$ cat config.mk
export PLATFORM = sky130hd
export DESIGN_NAME = sprite_pos_regs
export DESIGN_NICKNAME = d
export VERILOG_FILES = /design/src/rtl/sprite_pos_regs.sv
export SDC_FILE = /design/constraint.sdc
export NUM_CORES = 1
export LEC_CHECK = 0
export CORE_MARGIN = 1
export CORE_UTILIZATION = 49
export DETAILED_ROUTE_END_ITERATION = 8
export HOLD_SLACK_MARGIN = 0.1
export PLACE_DENSITY = 0.81
export SYNTH_ARGS = -nofsm -noshare
export SYNTH_HDL_FRONTEND = slang
export SYNTH_SLANG_ARGS = --single-unit
$ cat constraint.sdc
create_clock -name clk -period 7.2 [get_ports clk]
set_input_delay 0.72 -clock clk [delete_from_list [all_inputs] [get_ports clk]]
set_output_delay 0.72 -clock clk [all_outputs]
set_load 0.01 [all_outputs]
$ cat src/rtl/sprite_pos_regs.sv
// Sprite position register bank: the CPU writes shadow registers and the live
// positions seen by bit_gen are copied from them only at an armed vsync start.
module sprite_pos_regs #(
  parameter int   CORDW        = 16,
  parameter logic VSYNC_ACTIVE = 1'b0
) (
  input  logic             clk,
  input  logic             rst,
  input  logic             vsync,
  input  logic             we,
  input  logic [2:0]       addr,
  input  logic [CORDW-1:0] wdata,
  output logic [CORDW-1:0] rdata,
  output logic [CORDW-1:0] mx,
  output logic [CORDW-1:0] my,
  output logic [CORDW-1:0] p1x,
  output logic [CORDW-1:0] p1y,
  output logic [CORDW-1:0] p2x,
  output logic [CORDW-1:0] p2y,
  output logic             commit,
  output logic             frame_tick
);

  // CPU port: a write is taken on every cycle with we=1; there is no ready,
  // and rdata always shows the register addressed one cycle earlier.

  typedef enum logic {S_IDLE = 1'b0, S_ARMED = 1'b1} state_t;

  state_t                  state_q, state_d;
  logic [5:0][CORDW-1:0]   shadow_q, shadow_d;
  logic [5:0][CORDW-1:0]   live_q, live_d;
  logic [CORDW-1:0]        rdata_q, rdata_d;
  logic [CORDW-2:0]        frame_cnt_q, frame_cnt_d;
  logic                    vsync_dly_q, vsync_dly_d;
  logic                    commit_q, commit_d;
  logic                    frame_tick_q, frame_tick_d;
  logic                    vs_edge;
  logic                    arm_wr;
  logic                    pending;

  always_comb begin
    vs_edge = (vsync == VSYNC_ACTIVE) && (vsync_dly_q != VSYNC_ACTIVE);
    arm_wr  = we && (addr == 3'd7) && wdata[0];
  end

  // Controller: state register
  always_ff @(posedge clk or posedge rst) begin
    if (rst) state_q <= S_IDLE;
    else     state_q <= state_d;
  end

  // Controller: next state; an arm in the edge cycle while idle waits a frame
  always_comb begin
    state_d = state_q;
    case (state_q)
      S_IDLE:  if (arm_wr)  state_d = S_ARMED;
      S_ARMED: if (vs_edge) state_d = S_IDLE;
      default: state_d = S_IDLE;
    endcase
  end

  // Controller: outputs
  always_comb begin
    pending  = (state_q == S_ARMED);
    commit_d = pending && vs_edge;
  end

  always_comb begin
    shadow_d = shadow_q;
    for (int i = 0; i < 6; i++) begin
      if (we && (addr == 3'(i))) shadow_d[i] = wdata;
    end
    // Copy the pre-write shadows so a same-cycle CPU write lands next frame
    live_d       = commit_d ? shadow_q : live_q;
    frame_cnt_d  = frame_cnt_q + {{(CORDW-2){1'b0}}, vs_edge};
    frame_tick_d = vs_edge;
    vsync_dly_d  = vsync;
    case (addr)
      3'd0:    rdata_d = shadow_q[0];
      3'd1:    rdata_d = shadow_q[1];
      3'd2:    rdata_d = shadow_q[2];
      3'd3:    rdata_d = shadow_q[3];
      3'd4:    rdata_d = shadow_q[4];
      3'd5:    rdata_d = shadow_q[5];
      3'd6:    rdata_d = {frame_cnt_q, pending};
      default: rdata_d = '0;
    endcase
  end

  always_ff @(posedge clk or posedge rst) begin
    if (rst) begin
      shadow_q     <= '0;
      live_q       <= '0;
      rdata_q      <= '0;
      frame_cnt_q  <= '0;
      vsync_dly_q  <= VSYNC_ACTIVE;
      commit_q     <= 1'b0;
      frame_tick_q <= 1'b0;
    end else begin
      shadow_q     <= shadow_d;
      live_q       <= live_d;
      rdata_q      <= rdata_d;
      frame_cnt_q  <= frame_cnt_d;
      vsync_dly_q  <= vsync_dly_d;
      commit_q     <= commit_d;
      frame_tick_q <= frame_tick_d;
    end
  end

  assign rdata      = rdata_q;
  assign mx         = live_q[0];
  assign my         = live_q[1];
  assign p1x        = live_q[2];
  assign p1y        = live_q[3];
  assign p2x        = live_q[4];
  assign p2y        = live_q[5];
  assign commit     = commit_q;
  assign frame_tick = frame_tick_q;

endmodule

### Word level (Yosys, flattened, before mapping)

Index checks and enable logic that the tools add are counted.

* word-level logic and storage cells: 43
* flip-flop bits (word level): 227
* output and inout bits: 114

* multiplexer cells: 4
* $add $sub $neg: 1
* equality and inequality tests: 7
* bitwise gates (word level): 2
* reduce and logical (&&, ||, !) cells: 11

Operator list (count)
* $pmux 16 s7: 1
* $add 15x1->15: 1
* $eq 3x3->1 const B: 4
* $logic_and 1x1->1: 10
* $eq 3x2->1 const B: 2
* $eq 3x1->1 const B: 1
* $logic_not 3->1: 1
* $mux 1: 2
* $not 1->1: 2
* $pmux 1 s2: 1

### Longest topological paths before layout

Gate-level depths: netlist of run 1.

* depth in word-level cells: 5
* depth in mapped cells: 6

### Worst setup path before layout of run 1

Ideal clock, no wire load.

* kind: in2reg
* start: input vsync
* end: register frame_cnt_q[14]
* required time: 7.120 ns
* data arrival time: 1.937 ns
* setup slack: 5.183 ns
* buffers on the path: 0
* cell stages on the path: 6
* cell sequence: nor2b_1 ha_1 ha_1 nand3_1 nor4_1 xnor2_1

* cells in the longest elaborated chain, start to end: 3

RTL lines
* start, declared: RTL line 9 `input logic vsync,`
* $not 1->1: RTL line 42 `vs_edge = (vsync == VSYNC_ACTIVE) && (vsync_dly_q != VSYNC_ACTIVE);`
* $logic_and 1x1->1: RTL line 42
* $add 15x1->15: RTL line 75 `frame_cnt_d = frame_cnt_q + {{(CORDW-2){1'b0}}, vs_edge};`
* named net frame_cnt_d[14]: RTL line 33 `logic [CORDW-2:0] frame_cnt_q, frame_cnt_d;`
* end signal, assigned: RTL line 103 `frame_cnt_q <= frame_cnt_d;`
* end, declared: RTL line 33

The timed path passes the listed nets, and every way through them passes these cells.
A chain may end at the register's enable or synchronous reset.

### Final worst setup path of run 1

* start: input vsync
* end: register frame_cnt_q[14]

* cells in the longest elaborated chain, start to end: 3

RTL lines
* $not 1->1: RTL line 42
* $logic_and 1x1->1: RTL line 42
* named net frame_tick_d: RTL line 36 `logic frame_tick_q, frame_tick_d;`
* $add 15x1->15: RTL line 75
* named net frame_cnt_d[14]: RTL line 33

The timed path passes the listed nets, and every way through them passes these cells.

==> results, run 1 <==
- The share of cells above drive strength 1 is 0.374.
- After routing the design area is 11600 µm².
- The number of warnings printed during yosys synthesis is 0.
- In this run the standard cell core region covers 18600 µm².
- Counting flops with a built-in enable in the synthesized netlist gives 0.
- The nature of the critical path startpoint is an input pin.
- On the critical path the largest part of the delay comes from simple AND/OR/NAND/NOR gates.
- The number of buffers and inverters on the critical path is 1.
- The floorplan step defined a die boundary enclosing 19600 µm².
- Counting flops and latches in the post-synthesis netlist gives 227.
- At the pin with the least slew margin, the transition time is 1.24 ns.
- In this run the worst path has a maximum fanout of 5.
- For this design the ratio of total power to cell area is 362 nW/µm².
- The leakage power summed over all cells is 5.15 nW.
- In this design, the critical path's most frequently occurring cell is sky130_fd_sc_hd__ha_1.
- The kind of capture point of the worst setup path is a flop.
- The count of filler cells inserted in the layout is 1317.
- The headroom to the max-slew limit is 0.173.
- Buffers inserted during clock tree synthesis total 22.
- After detailed placement, the total cell area comes to 10800 µm².
- The worst path required time is 7.62 ns.
- The routed layout has 5334 vias.
- The tree is rooted in a sky130_fd_sc_hd__clkbuf_16.
- Once layout is complete, the utilization of the core stands at 0.620.
- For the worst setup path, the data arrival time is 3.04 ns.
- Across every metal layer, demand over resource in global routing totals 0.218.
- After clock tree synthesis, the flow added hold-fix buffers numbering 0.
- The worst hold slack across all endpoints is 0.505 ns.
- The largest net degree at the start of global routing is 155.
- The total power consumption of the routed design is 4.18 mW.
- After technology mapping, the gate count stands at 570.
- The buffers inserted during post-CTS setup optimization is 0.
- The via density per instance is 5.59.
- The worst setup slack before clock tree synthesis is 4.07 ns.
- The fmax is 381 MHz.
- The per-instance average area after synthesis is 16.3 µm².
- The number of nets with antenna violations after routing is 0.
- The clock-pin slew on the worst setup and hold paths is 0.06 ns.
- The CTS tree is done.
- In the final design database the tool counted 732 nets.
- The stage delay of the slowest cell on the critical path is 0.47 ns.
- After the first detailed-routing iteration, the DRC count stood at 215.
- For this configuration, the core starts out at a cell density of 0.500.
- In the synthesized netlist the async set-or-reset flop fraction comes to 1.00.
- The critical path is of the input pin to flop type.
- Counting along the longest clock path gives a buffer depth of 3.
- The setup violation total in the final timing report is 0.
- In this run, distinct cell masters in the synthesized netlist total 35.
- The weighted congestion at the end of routability-driven global placement is 0.806.
- In the finished design, the share of the clock period the worst path needs comes to 0.365.
- The row count is 50.
- The worst path in the final design needs a cycle of 2.62 ns, including I/O delays and setup.
- The clock reaches the later pin of the worst-skew pair after 0.50 ns.
- The clock drives 227 sinks.
- The sum of met2 wire segment lengths after detailed routing is 10.4 mm.
- The highest routed metal layer is met4.
- The total of cells resized after clock tree synthesis is 0.
- The total count of hold-check failures in the final report is 0.
- The synthesized netlist net count is 595.
- From synthesis to final layout, the design area changed by 24.0%.
- After detailed routing, the wire length on met1 is 8.90 mm.
- Port buffering added 136 buffers.
- Measured along the x axis, the die boundary spans 140 µm.
- The number of global-route vias before repair is 5803.
- The setup total negative slack is 0 ns.
- The repair_antennas step left the layout with diodes totalling 0.
- The signal on the critical path passes through clkdlybuf4s50_1 > nor2b_1 > ha_1 > ha_1 > nand3_1 > nor4_1 > xnor2_1.
- Summed over all nets, wire length on met3 after detailed routing comes to 846 µm.
- In the final layout, the multi-input gates occupy 3460 µm².
- In this run the number of H-tree levels came out at 1.
- Summing all flip-flop and latch instances after layout gives 5680 µm².
- VDD sags by at most 0.145 mV.
- The final wirelength is 20.6 mm.
- The die height is 140 µm.
- Across the routed clock network, the largest skew measured is 0.0128 ns.
- Setup repair after global routing left no endpoint under its margin.
- The placed instance count is 917.
- The number of slew-limit violations in the final report is 0.
- The HPWL after detailed placement is 13.7 mm.
- Max-cap violations in this run came to 0.
- The number of antenna violations at the first check in global routing is 0.
- The first global-routing pass estimated 33.1 mm of wire.
- Across all setup checks in the final design, the least slack found is 4.58 ns.
- The first TritonRoute pass finished after 4 iterations.
- The number of I/O pins is 137.
- Of the synthesized area, sequential elements account for 0.610.
- In this run the cell area of the synthesized design comes to 9320 µm².
- Among all flip-flop cells after synthesis, the most frequent one is sky130_fd_sc_hd__dfrtp_1.
- The critical-path cell with the highest stage delay is sky130_fd_sc_hd__nor2b_1.
- The average wire length per cell after detail routing is 21.6 µm.
- The filler-free cell count of the finished design is 955.
- In this run the worst hold path is classified as flop to flop.
- The sum of overflow across all layers after global routing is 0.
- For this run, design rule violations remaining after detail routing come to 0.
- The run finished with clean final reports.
[worst paths after layout]
check,startpoint,end,slack (ns),depth (start not counted)
max,vsync,frame_cnt_q[14]$_DFF_PP0_,4.58,7
min,p1x[1]$_DFFE_PP0P_,p1x[1]$_DFFE_PP0P_,0.50,1
max reg2reg,vsync_dly_q$_DFF_PP0_,mx[4]$_DFFE_PP0P_,4.87,4
min reg2reg,p1x[1]$_DFFE_PP0P_,p1x[1]$_DFFE_PP0P_,0.50,1
max in group asynchronous,rst,shadow_q[33]$_DFFE_PP0P_,4.78,3
min in group asynchronous,rst,shadow_q[86]$_DFFE_PP0P_,0.85,2
[final cells by class]
class | count | share of cell area
repair buffers | 141 | 0.120
inverters | 4 | 0.00195
well taps | 234 | 0.0253
clock inverters | 4 | 0.00390
multi-input cells | 311 | 0.299
flip-flops and latches | 227 | 0.492
clock buffers | 34 | 0.0577
[logic make-up (layout without fill, tap and decap cells)]
logic type	after synthesis	count (layout)	share of synthesized area
AO/OA/AOI/OAI	19	19	0.0176
XOR/XNOR	13	13	0.0122
buffers and inverters	32	183	0.0203
adder cells (fa/ha/maj)	2	2	0.00268
multiplexers	239	239	0.309
flip-flops	227	227	0.610
AND/OR/NAND/NOR	38	38	0.0291
[flip-flops by register name (all words and copies together) (netlist names)]
| name | cells |
|---|---|
| p2y | 16 |
| commit | 1 |
| my | 16 |
| shadow_q | 96 |
| pending | 1 |
| vsync_dly_q | 1 |
| frame_cnt_q | 15 |
| frame_tick | 1 |
| rdata | 16 |
| mx | 16 |
| p1x | 16 |
| p2x | 16 |
| p1y | 16 |
[cell usage after synthesis, types with 4 or more instances]
library cell,number,area (µm²)
sky130_fd_sc_hd__dfrtp_1,227,5680
sky130_fd_sc_hd__mux2_2,196,2210
sky130_fd_sc_hd__buf_2,19,95.1
sky130_fd_sc_hd__mux2i_1,18,180
sky130_fd_sc_hd__mux4_2,15,338
sky130_fd_sc_hd__o2bb2ai_1,13,114
sky130_fd_sc_hd__mux2_4,10,150
sky130_fd_sc_hd__xor2_1,8,70.1
sky130_fd_sc_hd__nand3_1,7,35.0
sky130_fd_sc_hd__buf_4,5,37.5
sky130_fd_sc_hd__nand2_1,5,18.8
sky130_fd_sc_hd__xnor2_1,5,43.8
sky130_fd_sc_hd__inv_1,4,15.0
sky130_fd_sc_hd__nand4_1,4,25.0
sky130_fd_sc_hd__nor3_1,4,20.0
[cell usage in the layout, fill, tap and decap left out, drive strengths merged, types with 3 or more instances in the layout]
cell type      synthesis  routed
clkbuf                 0      34
clkinv                 0       3
clkdlybuf4s50          0     134
xor2                   8       8
dfrtp                227     227
nand2                  5       5
buf                   28       7
inv                    4       4
nand4                  4       4
mux2                 206     206
nand3                  7       7
o221ai                 3       3
nor3                   6       6
nor2                   3       3
o2bb2ai               13      13
xnor2                  5       5
mux2i                 18      18
mux4                  15      15
[power breakdown]
part	switching [mW]	internal [mW]
Combinational	0.410	0.734
Sequential	0.265	1.65
Clock	0.455	0.670
[per-layer routing]
metal	vias to the layer above	global-route usage
met3	38	0.0345
met1	2822	0.286
met2	124	0.375
li1	2350	-
met5	-	0
met4	0	0.0659
Note: power is estimated with default switching activity, not from simulation.
==> run 2, diff against run 1 <==
CORE_UTILIZATION = 54   (was 49)
PLACE_DENSITY = 0.84   (was 0.81)
clock period = 2.65 ns   (was 7.2 ns; I/O delays follow)
==> results, run 2 (synthesis gave the netlist of run 1 again) <==
- The die covers 17800 µm².
- For this run, global-route usage on met2 was measured as 0.419.
- The weighted congestion at the end of routability-driven global placement is 0.808.
- After global routing the overflow that remains totals 0.
- Relative to the synthesized area, the layout overhead comes to 26.6%.
- The nature of the critical path startpoint is a flop.
- The worst setup skew after layout is 0.0143 ns.
- The setup violation total in the final timing report is 0.
- The number of slew-limit violations in the final report is 0.
- The number of max-cap violations is 0.
- The worst-case vdd ir drop is 0.549 mV.
- The signal on the critical path passes through nor2b_1 > ha_1 > ha_1 > nand3_1 > nor4_1 > xnor2_1.
- Setup slack on the worst reg-to-reg path comes out at 0.82 ns.
- The number of buffers and inverters on the critical path is 0.
- The die is 133 µm wide.
- After detailed routing, the average wire length per cell comes to 21.9 µm.
- The worst reg2reg path depth is 6.
- The source of the critical timing path is vsync_dly_q$_DFF_PP0_.
- The final wirelength is 21.0 mm.
- Entering global routing, the biggest net connects 75 pins.
- The number of antenna violations at the first check in global routing is 0.
- In this run the post-CTS setup repair buffer count came out at 0.
- The worst setup path is captured at a flop.
- The share of cells above drive strength 1 is 0.394.
- The routed layout has 5420 vias.
- The violation count after the first detailed-routing iteration is 334.
- The leakage power summed over all cells is 5.28 nW.
- The final critical delay including setup and external delays is 1.83 ns.
- The total count of hold-check failures in the final report is 0.
- The worst min-delay path category is input pin to async pin.
- Setup repair after global routing left no endpoint under its margin.
- The detailed-routing iteration count for the pre-antenna-repair pass is 4.
- In the layout the commonest cells are sky130_fd_sc_hd__dfrtp_1 (227), sky130_fd_sc_hd__mux2_2 (196), sky130_fd_sc_hd__clkdlybuf4s50_1 (134).
- The total power consumption of the routed design is 11.6 mW.
- The actual transition at the worst max-transition pin is 1.18 ns.
- Among all stages on the critical path, the largest delay is contributed by sky130_fd_sc_hd__nor4_1.
- The number of I/O pins is 137.
- The period utilization is 0.689.
- The multi-input combinational cells in the finished layout cover a total of 3460 µm².
- In the routed design, unresolved DRC markers number 0.
- Port buffering added 136 buffers.
- The register bank with the most flops is shadow_q.
- Summing all flip-flop and latch instances after layout gives 5680 µm².
- In this run the critical register-to-register path is captured at frame_cnt_q[14]$_DFF_PP0_.
- The row count is 47.
- The worst path required time is 3.08 ns.
- The power density over the cells is 986 nW/µm².
- Timing would allow up to 548 MHz.
- The starting utilization of the core area is 0.558.
- The TritonCTS sink count is 227.
- The total of cells resized after clock tree synthesis is 0.
- The most numerous cell on the critical path is sky130_fd_sc_hd__ha_1.
- The number of flip-flops under the largest register name is 96.
- The clock passes through at most 3 buffers.
- TritonCTS created 23 clock buffers.
- The flow ran to the end, and the final reports show no timing, DRC or antenna violations.
- The stage delay of the slowest cell on the critical path is 0.36 ns.
- Across every metal layer, demand over resource in global routing totals 0.250.
- Detailed placement finished with a half-perimeter wire length of 14.7 mm.
- The largest fanout of any net on the critical path is 5.
- Clock-pin slew was measured on the worst setup and hold paths at 0.06 ns.
- The antenna diode count is 0.
- The largest delay contributor family on the critical path is simple AND/OR/NAND/NOR gates.
- The cell sitting at the root of the clock tree is a sky130_fd_sc_hd__clkbuf_16.
- The net count of the finished layout is 747.
- At the later pin of the worst-skew pair, clock insertion delay measures 0.51 ns.
- The filler-free cell count of the finished design is 958.
- The core region is 16700 µm².
- Leaving out fill and tap cells, the most frequent cell in the layout is sky130_fd_sc_hd__dfrtp_1.
- The via density per instance is 5.66.
- In this run, post-CTS hold repair placed 0 buffers.
- The critical path is of the flop to flop type.
- The maximum level of the CTS H-tree is 1.
- After global routing, the most crowded layer is met2.
- The first global-routing pass estimated 34.1 mm of wire.
- The met1 usage is 0.343.
- The CTS tree is done.
- The die is 133 µm tall.
- Fill cells in the final layout number 1054.
- The number of global-route vias before repair is 5932.
- For met3 alone, demand over resource in global routing was 0.0316.
- The headroom to the max-slew limit is 0.215.
- The count of nets left with antenna violations once routing finished came out at 0.
- The critical register-to-register path startpoint is vsync_dly_q$_DFF_PP0_.
- The placed instance count is 917.
- For the worst setup path, the data arrival time is 2.25 ns.
==> run 2: cell types whose count changed in the layout (fill, tap and decap cells not counted), sizes merged <==
cell,delta
bufinv,+1
buf,+14
clkinvlp,+2
==> run 2: worst reg2reg max path, delay by kind of cell, from the launching register on <==
kind                     cells  cell delay (ns)
XOR/XNOR                     1             0.17
adder cells (fa/ha/maj)      2             0.54
flip-flops                   1             0.33
AND/OR/NAND/NOR              3             0.73
==> run 2: report_power, final <==
part | switching [mW] | internal (mW)
logic | 1.12 | 2.01
registers | 0.723 | 4.48
clock network | 1.26 | 2.04
==> run 2: worst max path at each step <==
| stage | endpoint | slack, ns | cells past startpoint |
|---|---|---|---|
| 4_1_cts | frame_cnt_q[14]$_DFF_PP0_ | 0.83 | 6 |
| 3_3_place_gp | shadow_q[94]$_DFFE_PP0P_ | 0.50 | 4 |
| 2_1_floorplan | commit$_DFF_PP0_ | -0.58 | 1 |
| 5_1_grt | frame_cnt_q[14]$_DFF_PP0_ | 0.66 | 6 |
| 3_5_place_dp | frame_cnt_q[14]$_DFF_PP0_ | 0.45 | 7 |
| 6_report | frame_cnt_q[14]$_DFF_PP0_ | 0.82 | 6 |
==> run 2: metrics by stage <==
step	instance area [µm²]	setup slack, ns	util	TNS [ns]	hold slack (ns)
6_report	11800	0.825	0.706	0	0.155
5_1_grt	11800	0.665	0.706	0	0.172
4_1_cts	11800	0.832	0.706	0	0.146
3_5_place_dp	11000	0.450	0.659	0	0.492
3_3_place_gp	11000	0.503	0.659	0	0.488
2_1_floorplan	9320	-0.581	-	-131.89	0.296
==> run 2: layout make-up <==
type / count / area share
repair buffers: 155 / 0.133
inverters: 4 / 0.00159
flip-flops and latches: 227 / 0.481
well taps: 220 / 0.0233
multi-input cells: 311 / 0.293
clock inverters: 7 / 0.00774
clock buffers: 34 / 0.0599
==> run 2: metal layers <==
metal,up-vias,part of all wire
met1,2826,0.41
met4,0,0.024
met2,172,0.51
met5,-,0
met3,40,0.059
li1,2382,-
